<file path="src/rtl/uart_word_assembler.sv">
// Packs received UART bytes into BYTES_PER_WORD-byte words in a selectable byte order,
// tags each word with a running byte address and hands it out through a one-entry valid/ready register.
module uart_word_assembler #(
  parameter int BYTES_PER_WORD = 4,
  parameter int ADDR_WIDTH = 32,
  parameter logic [ADDR_WIDTH-1:0] BASE_ADDR = '0,
  parameter int TIMEOUT_CYCLES = 0
) (
  input  logic                        clk,
  input  logic                        reset_n,
  input  logic                        io_data_valid,
  input  logic [7:0]                  io_data_packet,
  input  logic                        big_endian,
  input  logic                        restart,
  input  logic                        word_ready,
  output logic [8*BYTES_PER_WORD-1:0] instruction_word,
  output logic [ADDR_WIDTH-1:0]       byte_address,
  output logic                        word_valid,
  output logic                        timeout_err,
  output logic                        overrun
);
  localparam int W = 8 * BYTES_PER_WORD;
  localparam int CW = (BYTES_PER_WORD > 1) ? $clog2(BYTES_PER_WORD) : 1;
  localparam int TW = (TIMEOUT_CYCLES > 0) ? $clog2(TIMEOUT_CYCLES + 1) : 1;
  localparam bit TO_EN = (TIMEOUT_CYCLES > 0);
  localparam logic [CW-1:0] LAST = CW'(BYTES_PER_WORD - 1);
  localparam logic [TW-1:0] TLIM = TW'(TIMEOUT_CYCLES);
  localparam logic [ADDR_WIDTH-1:0] STRIDE = ADDR_WIDTH'(BYTES_PER_WORD);

  typedef enum logic {IDLE, COLLECT} state_t;

  state_t                state_q, state_d;
  logic [CW-1:0]         count_q, count_d;
  logic                  be_q, be_d;
  logic [W-1:0]          buf_q, buf_d;
  logic [TW-1:0]         idle_q, idle_d;
  logic [ADDR_WIDTH-1:0] next_addr_q, next_addr_d;
  logic [W-1:0]          word_q, word_d;
  logic [ADDR_WIDTH-1:0] addr_q, addr_d;
  logic                  valid_q, valid_d;
  logic                  tmo_q, tmo_d;
  logic                  overrun_q, overrun_d;

  logic                  accept;
  logic                  complete;
  logic                  expire;
  logic                  mode;
  logic [CW-1:0]         lane;
  logic [W-1:0]          base_word;
  logic [W-1:0]          asm_word;

  always_comb begin
    accept    = io_data_valid && !restart;
    complete  = accept && (count_q == LAST);
    mode      = (state_q == IDLE) ? big_endian : be_q;
    lane      = mode ? (LAST - count_q) : count_q;
    base_word = (state_q == IDLE) ? '0 : buf_q;
    expire    = TO_EN && (state_q == COLLECT) && !accept && !restart
                && ((idle_q + 1'b1) == TLIM);
  end

  // The incoming byte overwrites exactly one lane of the partial word.
  for (genvar gi = 0; gi < BYTES_PER_WORD; gi++) begin : g_lane
    assign asm_word[8*gi +: 8] = (lane == CW'(gi)) ? io_data_packet : base_word[8*gi +: 8];
  end

  always_ff @(posedge clk) begin
    if (!reset_n) begin
      state_q     <= IDLE;
      count_q     <= '0;
      be_q        <= 1'b0;
      buf_q       <= '0;
      idle_q      <= '0;
      next_addr_q <= BASE_ADDR;
      word_q      <= '0;
      addr_q      <= BASE_ADDR;
      valid_q     <= 1'b0;
      tmo_q       <= 1'b0;
      overrun_q   <= 1'b0;
    end else begin
      state_q     <= state_d;
      count_q     <= count_d;
      be_q        <= be_d;
      buf_q       <= buf_d;
      idle_q      <= idle_d;
      next_addr_q <= next_addr_d;
      word_q      <= word_d;
      addr_q      <= addr_d;
      valid_q     <= valid_d;
      tmo_q       <= tmo_d;
      overrun_q   <= overrun_d;
    end
  end

  always_comb begin
    state_d = state_q;
    count_d = count_q;
    be_d    = be_q;
    buf_d   = buf_q;
    idle_d  = idle_q;
    if (restart || expire) begin
      state_d = IDLE;
      count_d = '0;
      idle_d  = '0;
    end else if (accept) begin
      idle_d = '0;
      if (complete) begin
        state_d = IDLE;
        count_d = '0;
      end else begin
        state_d = COLLECT;
        count_d = count_q + 1'b1;
        buf_d   = asm_word;
        if (state_q == IDLE) be_d = big_endian;
      end
    end else if (TO_EN && state_q == COLLECT) begin
      idle_d = idle_q + 1'b1;
    end
  end

  always_comb begin
    word_d      = word_q;
    addr_d      = addr_q;
    valid_d     = valid_q;
    next_addr_d = next_addr_q;
    overrun_d   = overrun_q;
    tmo_d       = 1'b0;
    if (restart) begin
      valid_d     = 1'b0;
      overrun_d   = 1'b0;
      next_addr_d = BASE_ADDR;
    end else begin
      // A consumer taking the held word in the same cycle frees the slot for the new one.
      if (complete) begin
        if (!valid_q || word_ready) begin
          word_d      = asm_word;
          addr_d      = next_addr_q;
          valid_d     = 1'b1;
          next_addr_d = next_addr_q + STRIDE;
        end else begin
          overrun_d = 1'b1;
        end
      end else if (word_ready) begin
        valid_d = 1'b0;
      end
      tmo_d = expire;
    end
  end

  assign instruction_word = word_q;
  assign byte_address     = addr_q;
  assign word_valid       = valid_q;
  assign timeout_err      = tmo_q;
  assign overrun          = overrun_q;
endmodule

</file>
<file path="config.mk">
export PLATFORM = sky130hd
export DESIGN_NAME = uart_word_assembler
export DESIGN_NICKNAME = d
export VERILOG_FILES = /design/src/rtl/uart_word_assembler.sv
export SDC_FILE = /design/constraint.sdc
export NUM_CORES = 1
export LEC_CHECK = 0
export ABC_AREA = 1
export CORE_ASPECT_RATIO = 0.6
export CORE_MARGIN = 2
export CORE_UTILIZATION = 35
export DETAILED_ROUTE_END_ITERATION = 10
export PLACE_DENSITY_LB_ADDON = 0.15
export RECOVER_POWER = 100
export SYNTH_ARGS = -nofsm -noshare
export SYNTH_HDL_FRONTEND = slang
export SYNTH_SLANG_ARGS = --single-unit
</file>
<file path="constraint.sdc">
create_clock -name clk -period 2.11 [get_ports clk]
set_input_delay 0.3165 -clock clk [delete_from_list [all_inputs] [get_ports clk]]
set_output_delay 0.3165 -clock clk [all_outputs]
set_load 0.1 [all_outputs]
</file>
==> flow_summary.ini, run 1 <==
[final_layout]
fin_area_mm2 = 0.007804
fin_cells = 1292
area_growth_pct = 21.41
num-nets-final = 1055
drive_above_1_share_pct = 15.78
mostFrequentLayoutCell = nand2_1
most-common-layout-cells = 201 x nand2_1, 156 x inv_1, 140 x nor2_1, 130 x dfxtp_1, 105 x nand3_1
antenna_cells = 0
fillers = 1912

[critical_path]
critPathCaptureType = flop
crit_path_cell_trace = dlygate4sd3_1, nor2_2, nand3_2, nor2_1, nand4_1, nor2_1, nor2_1
critPathBufInv = 1
critPathLaunchType = input pin
cp.arrival_ns = 2.26
required_ns = 2.42
cp_slowest_cell = dlygate4sd3_1
path_max_fanout = 7
max_stage_delay_ns = 0.62
cp_top_family = simple AND/OR/NAND/NOR gates
crit_path_frequent_cell = nor2_1
critPathKind = input pin to flop

[cts]
cts_inserted_buffers = 17
clock_sinks = 130
cts_buffer_depth = 2
clockRootBuffer = clkbuf_16
clock_latency_ns = 0.42
ctsResizeCount = 0
htreeDepth = 4
path_clk_slew_ns = 0.06
cts_tree = built
cts_hold_buf = 0
postCtsSetupRepairBufs = 0

[pwr]
p_leak_nw = 3.791
power.density_mw_per_mm2 = 780.0
clkPwrFrac_pct = 50.6
power_switching_mw = 1.501
power.internal_mw = 4.586
swShare_pct = 24.65
irDropWorstVdd_mv = 0.4889
seq_power_share_pct = 41.5
p_comb_share_pct = 7.9

[timing]
hold_viol = 0
max_slew_margin_pct = 60.33
fin_crit_sh_pct = 92.38
setup_viol = 0
finalMaxSlewViolations = 0
rsz0062_at_grt = false
skew_ns = 0.009589
finalCriticalPeriod_ns = 1.949
tightest_slew_ns = 0.5950
timing.fmax_mhz = 513.0
setup_tns_ns = 0

[die]
top_level_ports = 81
floorplan.initialDensity_pct = 35.67
coreArea_mm2 = 0.01802
die_area_mm2 = 0.01950
dieHeight_um = 109.0
row_count = 38
die_w_um = 178.9

[global_route]
antenna_found_initial = 0
grt_max_degree = 38
grt_pass1_vias = 5090
overflow = 0
grt_usage_pct = 18.70
grt_pass1_wl_um = 27800

[min_path]
worstHoldPathType = input pin to flop

[place]
io_buffer_count = 77
placed_area_mm2 = 0.007423
post-place-cells = 1260
hpwl_um = 12750
place_congestion = 0.9179

[synthesis]
yosysTopAreaCellShare_pct = 40.49
seq_area_frac_synth_pct = 40.49
synth_seq_cells = 130
syn_avg_cell_area_um2 = 6.751
synth_area_leaders = dfxtp_1 40%, nand2_1 12%, inv_1 9.1%, nand3_1 8.1%, nor2_1 8.1%
yosysWarnings = 0
synth.distinct_cells = 33
yosysTopAreaCell = dfxtp_1
syn-cell-area_mm2 = 0.006427
syn_inst = 952

[drt]
drt_iter0_markers = 465
via_per_inst = 4.546
drc = 0
routed_wl_um = 17460
routedWlPerCell_um = 13.51
firstDrtPassIters = 5
ant_nets = 0
via_count = 5874

[run_status]
outcome = completed

[job]
max-cap-violations = 0
## per-stage QoR
step                      worst slack [ns]  hold WS, ns  util, %  power (mW)
after floorplan                     0.1002       0.4447        -       2.928
after global placement             0.01351       0.4695    41.20       3.073
after detailed placement          0.006138       0.4643    41.20       3.075
after CTS                           0.2783       0.2852    44.60       6.168
after global routing               0.05805       0.3034    43.31       6.320
final                               0.1608       0.3016    43.31       6.087
## worst register-to-register path, delay by kind of cell (launching register included)
family                   cells  cell delay [ns]
AND/OR/NAND/NOR              5             1.18
flip-flops                   1             0.39
adder cells (fa/ha/maj)      1             0.25
## metal layers
metal  routed length (um)  global-route usage, %
met1                10380                  31.60
met2                 5954                  22.23
met3                  953                  3.487
met4                  172                  5.865
met5                    0                      0
## power groups by stage
stage / Clock, mW / Combinational (mW) / Sequential (mW)
2_1_floorplan: 0 / 0.335 / 2.59
5_1_grt: 3.26 / 0.534 / 2.53
6_report: 3.08 / 0.482 / 2.52
4_1_cts: 3.15 / 0.499 / 2.52
3_5_place_dp: 0 / 0.496 / 2.58
3_3_place_gp: 0 / 0.496 / 2.58
## cell families (layout without fill, tap and decap cells)
group | Yosys count | count (layout) | synth area share (%)
and+or+nand+nor | 495 | 495 | 34.73
other | 1 | 3 | 0.05834
DFF | 130 | 130 | 40.49
xor gates and xnor gates | 3 | 3 | 0.4089
buffers and inverters | 203 | 301 | 13.06
AOI/OAI and AO/OA | 118 | 118 | 10.86
adders and majority gates | 2 | 2 | 0.3893
## state kept, by name, indices dropped and copies added, names as in the netlist
name and cells:
count_q 2, byte_address 30, buf_q 32, overrun 1, state_q 1, instruction_word 32, be_q 1, word_valid 1
next_addr_q 30
## synth_stat cells
| cell type | count |
|---|---|
| o21ai_4 | 1 |
| o21ai_2 | 1 |
| o21ai_0 | 43 |
| nor3_1 | 3 |
| a21oi_1 | 36 |
| buf_8 | 1 |
| nand4_1 | 9 |
| nand3_1 | 104 |
| inv_1 | 155 |
| dfxtp_1 | 130 |
| nor2_4 | 2 |
| nand3_2 | 22 |
| nor3_2 | 1 |
| nand2_4 | 4 |
| xor2_1 | 1 |
| buf_2 | 21 |
| nand2_2 | 8 |
| clkbuf_1 | 14 |
| o21a_1 | 33 |
| inv_4 | 1 |
| ha_1 | 2 |
| buf_1 | 1 |
| nand2_1 | 201 |
| conb_1 | 1 |
| a211oi_1 | 3 |
| xnor2_1 | 2 |
| buf_6 | 3 |
| nand3b_1 | 1 |
| nor2_1 | 138 |
| inv_2 | 3 |
| buf_4 | 4 |
| o21bai_1 | 1 |
| nor2_2 | 2 |
## area by class of cell
| type | count | area, um2 | area share, % |
|---|---|---|---|
| repair buffers | 110 | 709.4 | 9.091 |
| inverters | 159 | 599.3 | 7.680 |
| multi-input cells | 621 | 2978 | 38.16 |
| flip-flops and latches | 130 | 2603 | 33.35 |
| clock buffers | 21 | 460.4 | 5.900 |
| well taps | 240 | 300.3 | 3.848 |
| clock inverters | 11 | 153.9 | 1.972 |
## worst paths after layout
check	cells after the start	end	slack, ns	start
worst max register to register	6	next_addr_q[25]	0.19	count_q[1]
worst min-delay path	3	byte_address[3]	0.30	reset_n
worst min register to register	2	byte_address[3]	0.46	byte_address[3]
worst max-delay path	7	next_addr_q[25]	0.16	restart
Note: power is estimated with default switching activity, not from simulation.
==> inputs of run 2 (changes only) <==
--- a/config.mk
+++ b/config.mk
@@ -6,6 +6,7 @@
 export NUM_CORES = 1
 export LEC_CHECK = 0
 export ABC_AREA = 1
+export CAP_MARGIN = 20
 export CORE_ASPECT_RATIO = 0.6
 export CORE_MARGIN = 2
 export CORE_UTILIZATION = 35
==> results of run 2 <==
Same layout as run 1: the final DEF is identical, and so are final timing and power.
==> inputs of run 3 (changes only) <==
--- a/config.mk
+++ b/config.mk
@@ -9,10 +9,11 @@
 export CAP_MARGIN = 20
 export CORE_ASPECT_RATIO = 0.6
 export CORE_MARGIN = 2
-export CORE_UTILIZATION = 35
+export CORE_UTILIZATION = 56
 export DETAILED_ROUTE_END_ITERATION = 10
 export PLACE_DENSITY_LB_ADDON = 0.15
 export RECOVER_POWER = 100
+export SETUP_SLACK_MARGIN = 0.5
 export SYNTH_ARGS = -nofsm -noshare
 export SYNTH_HDL_FRONTEND = slang
 export SYNTH_SLANG_ARGS = --single-unit
==> flow_summary.ini, run 3 (synthesized netlist as in run 1, its figures left out) <==
[die]
die_w_um = 142.3
dieHeight_um = 86.99
coreArea_mm2 = 0.01126
top_level_ports = 81
floorplan.initialDensity_pct = 57.08
row_count = 30
die_area_mm2 = 0.01238

[drt]
routedWlPerCell_um = 14.52
via_count = 6362
ant_nets = 0
drc = 0
drt_iter0_markers = 677
routed_wl_um = 17490
via_per_inst = 5.284
firstDrtPassIters = 8

[global_route]
grt_max_degree = 60
grt_pass1_wl_um = 26590
grt_pass1_vias = 5246
overflow = 0
grt_usage_pct = 27.45
antenna_found_initial = 0

[place]
place_congestion = 0.9288
io_buffer_count = 77
hpwl_um = 11050
post-place-ws_ns = 0.004500

[cts]
cts_tree = built
cts_buffer_depth = 2
path_clk_slew_ns = 0.06
clockRootBuffer = clkbuf_16
cts_hold_buf = 0
clock_sinks = 130
htreeDepth = 4
clock_latency_ns = 0.41
cts_inserted_buffers = 17

[final_layout]
num-nets-final = 1065
drive_above_1_share_pct = 17.92
antenna_cells = 0
most-common-layout-cells = 199 x nand2_1, 155 x inv_1, 137 x nor2_1, 122 x dfxtp_1, 103 x nand3_1
mostFrequentLayoutCell = nand2_1
area_growth_pct = 23.59

[timing]
max_slew_margin_pct = 47.79
rsz0062_at_grt = true
finalCriticalPeriod_ns = 1.813
hold_viol = 0
finalMaxSlewViolations = 0
setup_slack_ns = 0.2971
tightest_slew_ns = 0.7823
skew_ns = 0.007009
setup_tns_ns = 0
timing.fmax_mhz = 551.6
setup_viol = 0
whs_ns = 0.4672
fin_crit_sh_pct = 85.92

[critical_path]
critPathKind = flop to flop
critPathLaunchType = flop
critPathCaptureType = flop
crit_path_frequent_cell = nor2_1
crit_path_cell_trace = ha_4, nand3_1, nor2_1, buf_12, nand3_2, clkbuf_1, nor2_1, nand2_1, nand2_1, nor2_1
cp_slowest_cell = dfxtp_1
max_stage_delay_ns = 0.39
required_ns = 2.40
path_max_fanout = 7
cp.arrival_ns = 2.10

[pwr]
p_leak_nw = 3.895
irDropWorstVdd_mv = 0.6675
power.density_mw_per_mm2 = 771.0

[job]
max-cap-violations = 0

[run_status]
outcome = completed

[min_path]
worstHoldPathType = flop to flop
-- run 3: cell types whose count changed in the layout (fill, tap and decap cells not counted), moves of 3 or more --
cell      delta
dfxtp_4      +3
clkinv_2     +3
dfxtp_1      -8
dfxtp_2      +5
nor2_1       -3
clkbuf_1     +3
clkinv_4     -4
nand2_8      +3
buf_2        -4
-- run 3: timing repair --
item / CTS / global route
setup endpoints to repair: 108 / 86
gates cloned: 1 / 2
pin swaps: 1 / 10
resized for setup: 15 / 44
setup buffers: 1 / 15
-- run 3: metal layers --
metal  global-route usage [%]  up-vias  routed length (um)
li1                         -     3169                   -
met1                    42.91     2855                8540
met2                    35.97      303                7040
met3                    5.992       35                1574
met4                    10.08        0                 330
met5                    2.429        -                   0
-- run 3: path summary, 6_finish.rpt --
path,start,endpoint,slack [ns],cells past startpoint
hold reg to reg,byte_address[3],byte_address[3],0.47,2
hold / removal,byte_address[3],byte_address[3],0.47,2
setup / recovery,count_q[0],next_addr_q[18],0.30,10
setup reg to reg,count_q[0],next_addr_q[18],0.30,10
-- run 3: layout make-up --
class,instances,area (um2)
sequential,130,2620
inverter,159,601.8
tap,144,180.2
multi-input combinational,623,3115
clock inverter,11,162.7
clock buffer,19,442.9
timing repair buffer,118,820.8
fill,937,3317
-- run 3: worst max-delay path, delay by kind of cell, from the launching register on --
family / cells / cell delay, ns
simple gates: 7 / 0.80
flops: 1 / 0.39
buf+inv: 2 / 0.34
fa+ha+maj: 1 / 0.17
-- run 3: power by group --
part / leakage [nW] / internal (mW) / total [mW] / switching (mW)
clock network: 0.290 / 1.98 / 3.06 / 1.07
logic: 2.55 / 0.185 / 0.544 / 0.359
registers: 1.06 / 2.50 / 2.52 / 0.0241
-- run 3: per-stage QoR --
stage          std cells  power [mW]  util, %  cell area [um2]
2_1_floorplan        954       2.927        -             6439
3_3_place_gp        1155       3.031    63.96             7202
3_5_place_dp        1155       3.035    63.96             7202
4_1_cts             1187       6.064    70.23             7909
5_1_grt             1204       6.329    70.54             7944
6_report            1204       6.124    70.54             7944
